File: config.mk
export PLATFORM = sky130hd
export DESIGN_NAME = rs_encode_scheduler
export DESIGN_NICKNAME = d
export VERILOG_FILES = /design/src/rtl/rs_pkg.sv /design/src/rtl/rs_rr_arbiter.sv /design/src/rtl/rs_encode_scheduler.sv
export SDC_FILE = /design/constraint.sdc
export NUM_CORES = 1
export LEC_CHECK = 0
export CORE_AREA = 3 3 122 124
export CTS_BUF_LIST = sky130_fd_sc_hd__clkbuf_2
export DETAILED_ROUTE_END_ITERATION = 7
export DIE_AREA = 0 0 125 127
export HOLD_SLACK_MARGIN = 0.15
export MAX_ROUTING_LAYER = met4
export PLACE_DENSITY = 0.78
export SLEW_MARGIN = 20
export SYNTH_ARGS = -nofsm -noshare
export SYNTH_HDL_FRONTEND = slang
export SYNTH_SLANG_ARGS = --single-unit
File: constraint.sdc
create_clock -name clk_i -period 2.3 [get_ports clk_i]
set_input_delay 0.46 -clock clk_i [delete_from_list [all_inputs] [get_ports clk_i]]
set_output_delay 0.46 -clock clk_i [all_outputs]
set_load 0.05 [all_outputs]
File: src/rtl/rs_pkg.sv
// Shared RS(15,9) GF(2^4) sizes and scheduler state encoding.
package rs_pkg;

  localparam int unsigned RS_M     = 4;
  localparam int unsigned RS_N     = 15;
  localparam int unsigned RS_K     = 9;
  localparam int unsigned RS_MSG_W = RS_M * RS_K;
  localparam int unsigned RS_CW_W  = RS_M * RS_N;

  localparam logic [1:0] ST_IDLE  = 2'd0;
  localparam logic [1:0] ST_ISSUE = 2'd1;
  localparam logic [1:0] ST_WAIT  = 2'd2;
  localparam logic [1:0] ST_RESP  = 2'd3;

  typedef logic [RS_MSG_W-1:0] rs_msg_t;
  typedef logic [RS_CW_W-1:0]  rs_cw_t;

endpackage

File: src/rtl/rs_rr_arbiter.sv
// Combinational round-robin pick: first asserted request at or after ptr_i,
// wrapping past NUM_REQ-1 to 0. The caller owns and advances the pointer.
module rs_rr_arbiter #(
  parameter int unsigned NUM_REQ = 4,
  parameter int unsigned IDX_W   = $clog2(NUM_REQ)
) (
  input  logic [NUM_REQ-1:0] req_i,
  input  logic [IDX_W-1:0]   ptr_i,
  output logic [NUM_REQ-1:0] grant_c_o,
  output logic [IDX_W-1:0]   grant_idx_c_o,
  output logic               any_c_o
);

  // ptr_i and off are both below NUM_REQ, so one subtraction wraps the sum.
  function automatic logic [IDX_W-1:0] wrap_add(input logic [IDX_W-1:0] base,
                                                input int unsigned      off);
    int unsigned sum;
    sum = 32'(base) + off;
    if (sum >= NUM_REQ) sum = sum - NUM_REQ;
    return IDX_W'(sum);
  endfunction

  // Scan from the farthest offset down so the nearest hit wins.
  always_comb begin
    grant_idx_c_o = '0;
    any_c_o       = 1'b0;
    for (int k = int'(NUM_REQ) - 1; k >= 0; k--) begin
      if (req_i[wrap_add(ptr_i, 32'(k))]) begin
        grant_idx_c_o = wrap_add(ptr_i, 32'(k));
        any_c_o       = 1'b1;
      end
    end
    grant_c_o = any_c_o ? (NUM_REQ'(1) << grant_idx_c_o) : '0;
  end

endmodule

File: src/rtl/rs_encode_scheduler.sv
// Round-robin scheduler sharing one RS(15,9) encoder among NUM_REQ sources.
// Define RS_SCHED_TIMEOUT_EN to add the encoder busy watchdog (rsp_err_o).
module rs_encode_scheduler
  import rs_pkg::*;
#(
  parameter int unsigned NUM_REQ        = 4,
  parameter int unsigned ENC_MIN_LAT    = 2,
  parameter int unsigned TIMEOUT_CYCLES = 64
) (
  input  logic                          clk_i,
  input  logic                          reset_i,
  input  logic [NUM_REQ-1:0]            req_valid_i,
  output logic [NUM_REQ-1:0]            req_ready_o,
  input  logic [NUM_REQ*RS_MSG_W-1:0]   req_msg_i,
  output logic                          rsp_valid_o,
  input  logic                          rsp_ready_i,
  output logic [$clog2(NUM_REQ)-1:0]    rsp_id_o,
  output logic [RS_CW_W-1:0]            rsp_codeword_o,
  output logic                          rsp_err_o,
  output logic [RS_MSG_W-1:0]           enc_message_o,
  output logic                          enc_start_o,
  input  logic                          enc_busy_i,
  input  logic [RS_CW_W-1:0]            enc_codeword_i
);

  localparam int unsigned IDX_W   = $clog2(NUM_REQ);
  localparam int unsigned CNT_MAX = (TIMEOUT_CYCLES > ENC_MIN_LAT) ? TIMEOUT_CYCLES : ENC_MIN_LAT;
  localparam int unsigned CNT_W   = $clog2(CNT_MAX + 1);
  localparam logic [CNT_W-1:0] MIN_CNT = CNT_W'(ENC_MIN_LAT - 1);
`ifdef RS_SCHED_TIMEOUT_EN
  localparam logic [CNT_W-1:0] TMO_CNT = CNT_W'(TIMEOUT_CYCLES);
`endif

  logic [1:0]         state_q, state_d;
  logic [IDX_W-1:0]   ptr_q, ptr_d;
  rs_msg_t            msg_q, msg_d;
  logic [IDX_W-1:0]   id_q, id_d;
  rs_cw_t             cw_q, cw_d;
  logic               valid_q, valid_d;
  logic               start_q, start_d;
  logic [CNT_W-1:0]   cnt_q, cnt_d;
`ifdef RS_SCHED_TIMEOUT_EN
  logic               err_q, err_d;
`endif

  logic [NUM_REQ-1:0] arb_grant_c;
  logic [IDX_W-1:0]   arb_idx_c;
  logic               arb_any_c;
  logic [NUM_REQ-1:0] req_ready_c;
  rs_msg_t            msg_sel_c;

  rs_rr_arbiter #(
    .NUM_REQ (NUM_REQ),
    .IDX_W   (IDX_W)
  ) u_arb (
    .req_i         (req_valid_i),
    .ptr_i         (ptr_q),
    .grant_c_o     (arb_grant_c),
    .grant_idx_c_o (arb_idx_c),
    .any_c_o       (arb_any_c)
  );

  always_comb begin
    msg_sel_c = '0;
    for (int i = 0; i < int'(NUM_REQ); i++) begin
      if (arb_idx_c == IDX_W'(i)) msg_sel_c = req_msg_i[i*RS_MSG_W +: RS_MSG_W];
    end
  end

  // Next-state logic; ready is gated by reset so no grant is lost to it.
  always_comb begin
    state_d     = state_q;
    ptr_d       = ptr_q;
    msg_d       = msg_q;
    id_d        = id_q;
    cw_d        = cw_q;
    valid_d     = valid_q;
    start_d     = 1'b0;
    cnt_d       = cnt_q;
`ifdef RS_SCHED_TIMEOUT_EN
    err_d       = err_q;
`endif
    req_ready_c = '0;

    case (state_q)
      ST_IDLE: begin
        if (arb_any_c && !reset_i) begin
          req_ready_c = arb_grant_c;
          msg_d       = msg_sel_c;
          id_d        = arb_idx_c;
          start_d     = 1'b1;
          state_d     = ST_ISSUE;
        end
      end
      ST_ISSUE: begin
        cnt_d   = '0;
        state_d = ST_WAIT;
      end
      ST_WAIT: begin
        if (cnt_q != '1) cnt_d = cnt_q + CNT_W'(1);
        if (cnt_q >= MIN_CNT && !enc_busy_i) begin
          cw_d    = enc_codeword_i;
          valid_d = 1'b1;
          state_d = ST_RESP;
        end
`ifdef RS_SCHED_TIMEOUT_EN
        else if (enc_busy_i && cnt_q >= TMO_CNT) begin
          cw_d    = '0;
          err_d   = 1'b1;
          valid_d = 1'b1;
          state_d = ST_RESP;
        end
`endif
      end
      ST_RESP: begin
        if (rsp_ready_i) begin
          valid_d = 1'b0;
`ifdef RS_SCHED_TIMEOUT_EN
          err_d   = 1'b0;
`endif
          ptr_d   = (id_q == IDX_W'(NUM_REQ - 1)) ? '0 : id_q + IDX_W'(1);
          state_d = ST_IDLE;
        end
      end
      default: state_d = ST_IDLE;
    endcase
  end

  always_ff @(posedge clk_i) begin
    if (reset_i) begin
      state_q <= ST_IDLE;
      ptr_q   <= '0;
      msg_q   <= '0;
      id_q    <= '0;
      cw_q    <= '0;
      valid_q <= 1'b0;
      start_q <= 1'b0;
      cnt_q   <= '0;
`ifdef RS_SCHED_TIMEOUT_EN
      err_q   <= 1'b0;
`endif
    end else begin
      state_q <= state_d;
      ptr_q   <= ptr_d;
      msg_q   <= msg_d;
      id_q    <= id_d;
      cw_q    <= cw_d;
      valid_q <= valid_d;
      start_q <= start_d;
      cnt_q   <= cnt_d;
`ifdef RS_SCHED_TIMEOUT_EN
      err_q   <= err_d;
`endif
    end
  end

  assign req_ready_o    = req_ready_c;
  assign rsp_valid_o    = valid_q;
  assign rsp_id_o       = id_q;
  assign rsp_codeword_o = cw_q;
  assign enc_message_o  = msg_q;
  assign enc_start_o    = start_q;
`ifdef RS_SCHED_TIMEOUT_EN
  assign rsp_err_o      = err_q;
`else
  assign rsp_err_o      = 1'b0;
`endif

endmodule
==> impl_metrics.json, run 1 <==
{
  "cts_buffers": 9,
  "rr_worst_depth": 8,
  "hpwl_um": 13800,
  "crit_end": "req_ready_o[1]",
  "utilization_pct": 62.1,
  "grt_pass1_vias": 5369,
  "drtPass1Iterations": 4,
  "drive_gt1_share_pct": 9.66,
  "cts_root_buf": "clkbuf_2",
  "ctsHtreeMaxLevel": 3,
  "cts_max_path_buffers": 2,
  "io_pins": 317,
  "die_h_um": 127,
  "setup_violations": 4,
  "final_common_cell": "clkdlybuf4s50_1",
  "fin_ws_ns": -0.159,
  "worstMarginPinSlew_ns": 0.587,
  "syn_avg_cell_area_um2": 8.70,
  "timing.rr.start": "cnt_q[1]",
  "violations": "negative setup slack",
  "routed_wl_um": 18200,
  "rsz0062_at_grt": "true",
  "cts_sinks": 111,
  "start_util_pct": 35.7,
  "power_per_cell_area_nw_per_um2": 722,
  "worstReg2RegEnd": "rsp_codeword_o[25]",
  "crit_required_ns": 1.84,
  "outcome": "finished with violations",
  "die_area_um2": 15900,
  "place_congestion": 0.888,
  "cts.clk_slew.worst_paths_ns": 0.33,
  "r2r_slack_ns": 0.30,
  "area_growth_pct": 74.1,
  "path_max_fanout": 5,
  "final-max-slew-violation-count": 0,
  "slew_headroom_pct": 60.8,
  "grt_pass1_wl_um": 27700,
  "die_x_um": 125,
  "vias": 5302,
  "synth_nets": 789,
  "netlist_area_um2": 4950,
  "synth_top_area_cell": "dfxtp_1",
  "worstPathArrival_ns": 2.00,
  "clk_latency_ns": 0.61,
  "drtIter0Drc": 225,
  "synthCells": 569,
  "ys_seq_elements": 111,
  "hold_class": "primary input to flop",
  "final_hold_viol_count": 0,
  "yosys_warnings": 0,
  "synthTopCellsByArea": "dfxtp_1 45%, mux2i_1 15%, nand2_1 13%, a21oi_1 7.5%, o221ai_1 6.5%",
  "irDropWorstVdd_mv": 0.379,
  "fin_crit_ns": 2.46,
  "yosysSeqAreaShare_pct": 44.9,
  "row_count": 43,
  "min_period_over_period_pct": 107,
  "grt_usage_pct": 22.5,
  "core_area_um2": 13900,
  "layout_common_cells": "210 x clkdlybuf4s50_1, 165 x nand2_1, 107 x dfxtp_1",
  "dpl_worst_slack_ns": -0.180,
  "finalPower_mw": 6.22,
  "startpoint_type": "flop",
  "fin_hold_ws_ns": 0.273,
  "synth_top_area_share_pct": 44.9,
  "synth_cell_types": 37,
  "cts_tree": "built",
  "critPathLaunch": "ptr_q[1]",
  "vias_per_cell": 4.89,
  "fin_nets": 1116,
  "setup.worst_path.end_class": "output pin",
  "ant_nets": 0,
  "path_class": "flop to output pin",
  "clock_skew_ns": 0.0400,
  "grt_max_degree": 61,
  "drc": 0,
  "wire_per_inst_um": 16.8,
  "p_leak_nw": 3.54,
  "max_freq_mhz": 407,
  "numPortBuffers": 315,
  "antenna_found_initial": 3,
  "max_cap_violations": 0,
  "gr-total-overflow": 0
}
[flip-flops by register name (all words and copies together), names as in the netlist]
name and count:
state_q 2, enc_message_o 36, rsp_id_o 2, ptr_q 2, rsp_codeword_o 60, enc_start_o 1
cnt_q 7, rsp_valid_o 1
[per-stage QoR]
stage                     instances  cell area [um2]  TNS, ns
after floorplan                 569             4950  -0.0494
after global placement         1052             8450    -4.12
after detailed placement       1052             8450    -6.03
after CTS                      1081             8610   -0.557
after global routing           1084             8620    -1.10
final                          1084             8620   -0.541
[logic make-up (layout without fill, tap and decap cells)]
family	Yosys count	after routing	share of synthesized area, %
xor gates and xnor gates	1	1	0.177
and+or+nand+nor	202	202	16.7
buffers and inverters	49	381	5.23
other	1	4	0.0757
adders and majority gates	8	8	2.02
DFF	111	111	44.9
AOI/OAI and AO/OA	122	122	15.8
muxes	75	75	15.2
[Yosys cell counts]
library cell    n
ha_1            8
buf_2          24
and2_1          1
nand3_1         4
a211oi_1        1
buf_1           1
or2_2           1
clkbuf_1       10
a21oi_1        74
nor4_1          2
dfxtp_1       111
buf_6           5
buf_4           2
nor4_2          1
o221ai_1       37
a2bb2oi_2       1
inv_1           6
nor2_4          1
o21bai_1        1
xnor2_1         1
nor2_1         15
o21ai_0         4
mux2i_1        75
nor3b_1         1
nand2b_1        1
o211ai_1        1
nor3_1          3
and3_1          1
a21o_1          1
or3_1           1
nand3b_1        2
o31ai_2         1
nor3b_4         1
conb_1          1
inv_2           1
a41oi_1         1
nand2_1       167
[where the power goes]
group	switching [mW]	total [mW]	internal [mW]	leakage (nW)
sequential	0.150	2.38	2.23	0.906
combinational	1.82	2.93	1.11	2.57
clock	0.729	0.912	0.182	0.0706
[layer usage]
metal | vias to the layer above | wire length [um] | track usage, %
li1 | 2636 | - | -
met1 | 2393 | 7470 | 26.2
met2 | 242 | 8700 | 37.0
met3 | 31 | 1470 | 6.31
met4 | 0 | 522 | 9.06
met5 | - | 0 | -
[how the worst min path moves through the flow]
stage                       startpoint                  to  slack [ns]  cells past startpoint
global route                   reset_i         enc_start_o        0.19                      3
CTS                            reset_i         enc_start_o        0.20                      3
floorplan                     cnt_q[6]            cnt_q[6]        0.47                      2
global placement    rsp_codeword_o[52]  rsp_codeword_o[52]        0.44                      2
finish                         reset_i         enc_start_o        0.27                      3
detailed placement  rsp_codeword_o[57]  rsp_codeword_o[57]        0.45                      2
[worst max-delay path: stages, from the launching register on]
cell	delay [ns]
dfxtp_4	0.45
mux2i_1	0.23
nor2_1	0.09
nor3_2	0.18
nand2_2	0.15
nor2_4	0.16
buf_12	0.14
[final cells by class]
class	instances	area [um2]
Antenna cell	3	7.51
Sequential cell	111	2230
Timing Repair Buffer	358	3460
Tap cell	180	225
Inverter	7	26.3
Clock inverter	7	77.6
Fill cell	1257	5260
Clock buffer	9	45.0
Multi-Input combinational cell	409	2550
[timing repair]
| item | 4_1_cts | 5_1_grt |
|---|---|---|
| hold buffers | 1 | 0 |
| pin swaps | 4 | 1 |
| buffers inserted | 12 | 0 |
| resized for setup | 121 | 0 |
| setup endpoints to repair | 104 | 4 |
| hold endpoints to repair | 3 | 0 |
Power figures use the tool's default switching activity.
==> inputs of run 2 (changes only) <==
Settings changed: REMOVE_ABC_BUFFERS from default to 1.
==> impl_metrics.json, run 2 (same netlist as run 1, synthesis figures left out) <==
{
  "outcome": "finished with violations",
  "violations": "negative setup slack",
  "fin_ws_ns": -0.125,
  "setup_violations": 4,
  "cts_buffers": 9,
  "timing.rr.start": "cnt_q[1]",
  "utilization_pct": 61.1,
  "min_from": "reset_i",
  "whs_path_depth": 3,
  "max_freq_mhz": 412,
  "numPortBuffers": 315,
  "largest_register_ffs": 60,
  "die_h_um": 127,
  "min_period_over_period_pct": 105,
  "fin_setup_tns_ns": -0.445,
  "vias": 5285,
  "max_cap_violations": 0,
  "worstMarginPinSlew_ns": 0.684,
  "p_leak_nw": 3.47,
  "clk_latency_ns": 0.61,
  "stdcell_count": 1067,
  "hpwl_um": 13900,
  "crit_required_ns": 1.84,
  "routed_wl_um": 18200,
  "gr-total-overflow": 0,
  "wire_per_inst_um": 17.1,
  "rsz0062_at_grt": "true",
  "fillers": 1245,
  "startpoint_type": "primary input",
  "min_to": "ptr_q[1]",
  "final_common_cell": "clkdlybuf4s50_1",
  "grt_pass1_wl_um": 27400,
  "hold_class": "primary input to flop",
  "dpl_worst_slack_ns": -0.207,
  "place_area_um2": 8350,
  "row_count": 43,
  "rr_worst_depth": 8,
  "grt_max_degree": 64,
  "path_class": "primary input to output pin",
  "fin_crit_ns": 2.43,
  "place_inst": 1042,
  "cts.clk_slew.worst_paths_ns": 0.31,
  "drive_gt1_share_pct": 7.93,
  "fin_nets": 1098,
  "power_per_cell_area_nw_per_um2": 736,
  "ctsHtreeMaxLevel": 3,
  "die_area_um2": 15900,
  "setup.worst_path.end_class": "output pin",
  "cts_max_path_buffers": 2,
  "cts-hold-fix-buffers": 0,
  "antenna_found_initial": 4,
  "die_x_um": 125,
  "slew_headroom_pct": 54.4,
  "drc": 0,
  "layout_common_cells": "210 x clkdlybuf4s50_1, 165 x nand2_1, 107 x dfxtp_1",
  "core_area_um2": 13900,
  "area_growth_pct": 71.2,
  "start_util_pct": 35.7,
  "cts_tree": "built",
  "grt_usage_pct": 22.4,
  "drtPass1Iterations": 5,
  "design_area_um2": 8480,
  "worstPathArrival_ns": 1.97,
  "place_congestion": 0.872,
  "r2r_slack_ns": 0.44,
  "final_hold_viol_count": 0,
  "cts_root_buf": "clkbuf_2",
  "path_max_fanout": 4,
  "io_pins": 317,
  "drtIter0Drc": 305,
  "ant_nets": 0,
  "cts_sinks": 111,
  "vias_per_cell": 4.95,
  "grt_pass1_vias": 5146,
  "worstReg2RegEnd": "state_q[1]",
  "final-max-slew-violation-count": 0,
  "irDropWorstVdd_mv": 0.393,
  "clock_skew_ns": 0.0376
}
==> run 2: critical path, cell delays in order <==
cell	delay, ns
clkdlybuf4s50_1	0.56
nand2_1	0.10
a21oi_1	0.19
nor3_2	0.07
buf_4	0.15
nand2b_4	0.17
nor2_4	0.11
buf_12	0.14
==> run 2: final cells by class <==
cell class / count / area [um2] / area share (%)
timing repair buffer: 340 / 3300 / 39.0
multi-input combinational: 409 / 2540 / 30.0
sequential: 111 / 2230 / 26.3
tap: 180 / 225 / 2.66
clock inverter: 7 / 91.3 / 1.08
clock buffer: 9 / 45.0 / 0.531
inverter: 7 / 28.8 / 0.339
antenna: 4 / 10.0 / 0.118
==> run 2: worst max path at each step <==
stage                   startpoint        endpoint  slack, ns
floorplan           req_valid_i[1]  req_ready_o[0]      -2.88
global placement    req_valid_i[0]  req_ready_o[2]      -0.19
detailed placement  req_valid_i[0]  req_ready_o[2]      -0.21
CTS                       ptr_q[1]  req_ready_o[2]      -0.19
global route              ptr_q[1]  req_ready_o[2]      -0.26
finish              req_valid_i[0]  req_ready_o[2]      -0.13
==> run 2: metrics by stage <==
step / power [mW] / hold WS [ns]
2_1_floorplan: 4.13 / 0.460
3_3_place_gp: 5.38 / 0.440
3_5_place_dp: 5.41 / 0.446
4_1_cts: 6.27 / 0.171
5_1_grt: 6.57 / 0.158
6_report: 6.24 / 0.257
==> run 2: power by group <==
group          switching (mW)  leakage (nW)  internal (mW)
registers               0.158         0.906           2.23
logic                    1.80          2.48           1.06
clock network           0.714        0.0774          0.279
==> run 2: repair_timing <==
action | in CTS | in global routing
endpoints found under the setup margin | 104 | 4
pin swaps | 3 | 1
gates resized for setup | 119 | 5
buffers inserted | 4 | 1
==> run 2: layer usage <==
layer / up-vias / global-route usage, % / wire (um)
met5: - / - / 0
met4: 0 / 8.35 / 421
met3: 22 / 5.98 / 1450
met2: 254 / 37.3 / 8980
met1: 2411 / 26.0 / 7400
li1: 2598 / - / -
==> inputs of run 3 (changes only) <==
Settings changed: CELL_PAD_IN_SITES_DETAIL_PLACEMENT from default to 1, CELL_PAD_IN_SITES_GLOBAL_PLACEMENT from default to 1, CORE_AREA 3 3 122 124 to default, CORE_MARGIN from default to 3, CORE_UTILIZATION from default to 26, DIE_AREA 0 0 125 127 to default, PLACE_DENSITY 0.78 to default, PLACE_DENSITY_LB_ADDON from default to 0.1, SETUP_SLACK_MARGIN from default to 0.02.
==> impl_metrics.json, run 3 (same netlist as run 1, synthesis figures left out) <==
{
  "wire_per_inst_um": 19.5,
  "stdcell_count": 1126,
  "critPathMaxStageDelay_ns": 0.61,
  "path_class": "primary input to output pin",
  "p_int_mw": 3.53,
  "area_growth_pct": 74.3,
  "setup_violations": 4,
  "start_util_pct": 27.0,
  "startpoint_type": "primary input",
  "min_period_over_period_pct": 107,
  "seq_power_share_pct": 37.9,
  "grt_usage_pct": 20.4,
  "core_area_um2": 18300,
  "violations": "negative setup slack",
  "final-max-slew-violation-count": 0,
  "cts-hold-fix-buffers": 0,
  "vias_per_cell": 4.81,
  "place_congestion": 0.863,
  "path_cells": "clkdlybuf4s50_1, nor4_2, buf_4, nor3b_4, nand2_2, nor2_4, buf_12",
  "irDropWorstVdd_mv": 0.264,
  "p_sw_share_pct": 44.1,
  "antenna_found_initial": 3,
  "largest_register_ffs": 60,
  "drive_gt1_share_pct": 9.07,
  "rr_worst_depth": 9,
  "p_leak_nw": 3.52,
  "die_area_um2": 20700,
  "path_buf_inv": 3,
  "cts_buffers": 9,
  "cts_tree": "built",
  "layout_common_cells": "210 x clkdlybuf4s50_1, 165 x nand2_1, 107 x dfxtp_1",
  "path_max_fanout": 5,
  "hpwl_um": 17100,
  "design_area_um2": 8630,
  "cts_max_path_buffers": 2,
  "setup.worst_path.end_class": "output pin",
  "combPwrFrac_pct": 47.6,
  "clk_latency_ns": 0.65,
  "cpMaxStageDelayCell": "clkdlybuf4s50_1",
  "dpl_worst_slack_ns": -0.179,
  "finalPower_mw": 6.30,
  "cts_sinks": 111,
  "crit_required_ns": 1.84,
  "timing.rr.start": "ptr_q[1]",
  "utilization_pct": 47.1,
  "place_inst": 1097,
  "r2r_slack_ns": 0.27,
  "grt_pass1_wl_um": 31900,
  "numPortBuffers": 315,
  "min_from": "enc_codeword_i[2]",
  "max_freq_mhz": 406,
  "cts_root_buf": "clkbuf_2",
  "hold_class": "primary input to flop",
  "drtPass1Iterations": 4,
  "rsz0062_at_grt": "true",
  "final_hold_viol_count": 0,
  "power_per_cell_area_nw_per_um2": 730,
  "drc": 0,
  "ant_nets": 0,
  "fin_crit_ns": 2.46,
  "p_sw_mw": 2.78,
  "gr-total-overflow": 0,
  "cp_top_family": "buffers and inverters",
  "whs_path_depth": 3,
  "outcome": "finished with violations",
  "fin_ws_ns": -0.163,
  "worstMarginPinSlew_ns": 0.619,
  "routed_wl_um": 21900,
  "slew_headroom_pct": 58.9,
  "cts.clk_slew.worst_paths_ns": 0.34,
  "die_x_um": 144,
  "worstReg2RegEnd": "enc_message_o[12]",
  "max_cap_violations": 0,
  "worstPathArrival_ns": 2.00,
  "row_count": 49,
  "fin_hold_ws_ns": 0.297,
  "min_to": "rsp_codeword_o[2]",
  "clock_skew_ns": 0.0495,
  "final_common_cell": "clkdlybuf4s50_1",
  "drtIter0Drc": 112,
  "vias": 5419,
  "ctsHtreeMaxLevel": 3,
  "fin_setup_tns_ns": -0.474,
  "grt_pass1_vias": 5680,
  "io_pins": 317,
  "fin_nets": 1108,
  "power_frac_clock_pct": 14.5,
  "die_h_um": 144,
  "grt_max_degree": 61,
  "place_area_um2": 8490
}
[run 3: cell count changes in the layout (fill, tap and decap cells not counted), sizes merged]
cell	before	now
inv	9	10
clkinv	3	4
buf	30	40
bufinv	1	0
clkinvlp	1	0
[run 3: layout make-up]
type	instances	area [um2]
Sequential cell	111	2230
Multi-Input combinational cell	409	2550
Tap cell	229	287
Inverter	7	28.8
Fill cell	2122	9700
Clock inverter	7	63.8
Clock buffer	9	45.0
Antenna cell	4	10.0
Timing Repair Buffer	350	3420
[run 3: repair_timing]
action / 4_1_cts / 5_1_grt
pin swaps: 8 / 1
setup buffers: 9 / 0
gates resized for setup: 124 / 0
setup endpoints to repair: 104 / 4
[run 3: worst max path at each step]
stage          cells after the start           endpoint      startpoint  slack (ns)
6_report                           7     req_ready_o[1]  req_valid_i[1]       -0.16
3_5_place_dp                       7  enc_message_o[12]  req_valid_i[0]       -0.18
4_1_cts                            6     req_ready_o[1]      state_q[1]       -0.18
5_1_grt                            6     req_ready_o[1]        ptr_q[1]       -0.33
2_1_floorplan                      3     req_ready_o[0]  req_valid_i[1]       -2.88
3_3_place_gp                       7   enc_message_o[1]  req_valid_i[0]       -0.07
[run 3: layer usage]
layer  track usage (%)  vias to the layer above  routed length, um
met5                 -                        -                  0
met4              7.53                        0                491
met3              6.45                       24               1870
met2              34.7                      206              10900
met1              22.4                     2572               8670
li1                  -                     2617                  -
[run 3: power by group through the flow]
stage / clock, mW / combinational, mW / sequential, mW
finish: 0.913 / 3.00 / 2.39
global route: 1.05 / 3.20 / 2.43
CTS: 0.965 / 3.03 / 2.39
detailed placement: 0 / 3.08 / 2.44
global placement: 0 / 3.03 / 2.42
floorplan: 0 / 0.769 / 3.36
[run 3: worst register-to-register path, cell delays in order, from the launching register on]
cell and delay [ns]:
dfxtp_4 0.44, nand2_1 0.11, nand3b_1 0.15, a2bb2oi_4 0.19, buf_4 0.16, buf_4 0.13
buf_12 0.22, buf_4 0.20, mux2i_1 0.22, o221ai_1 0.15
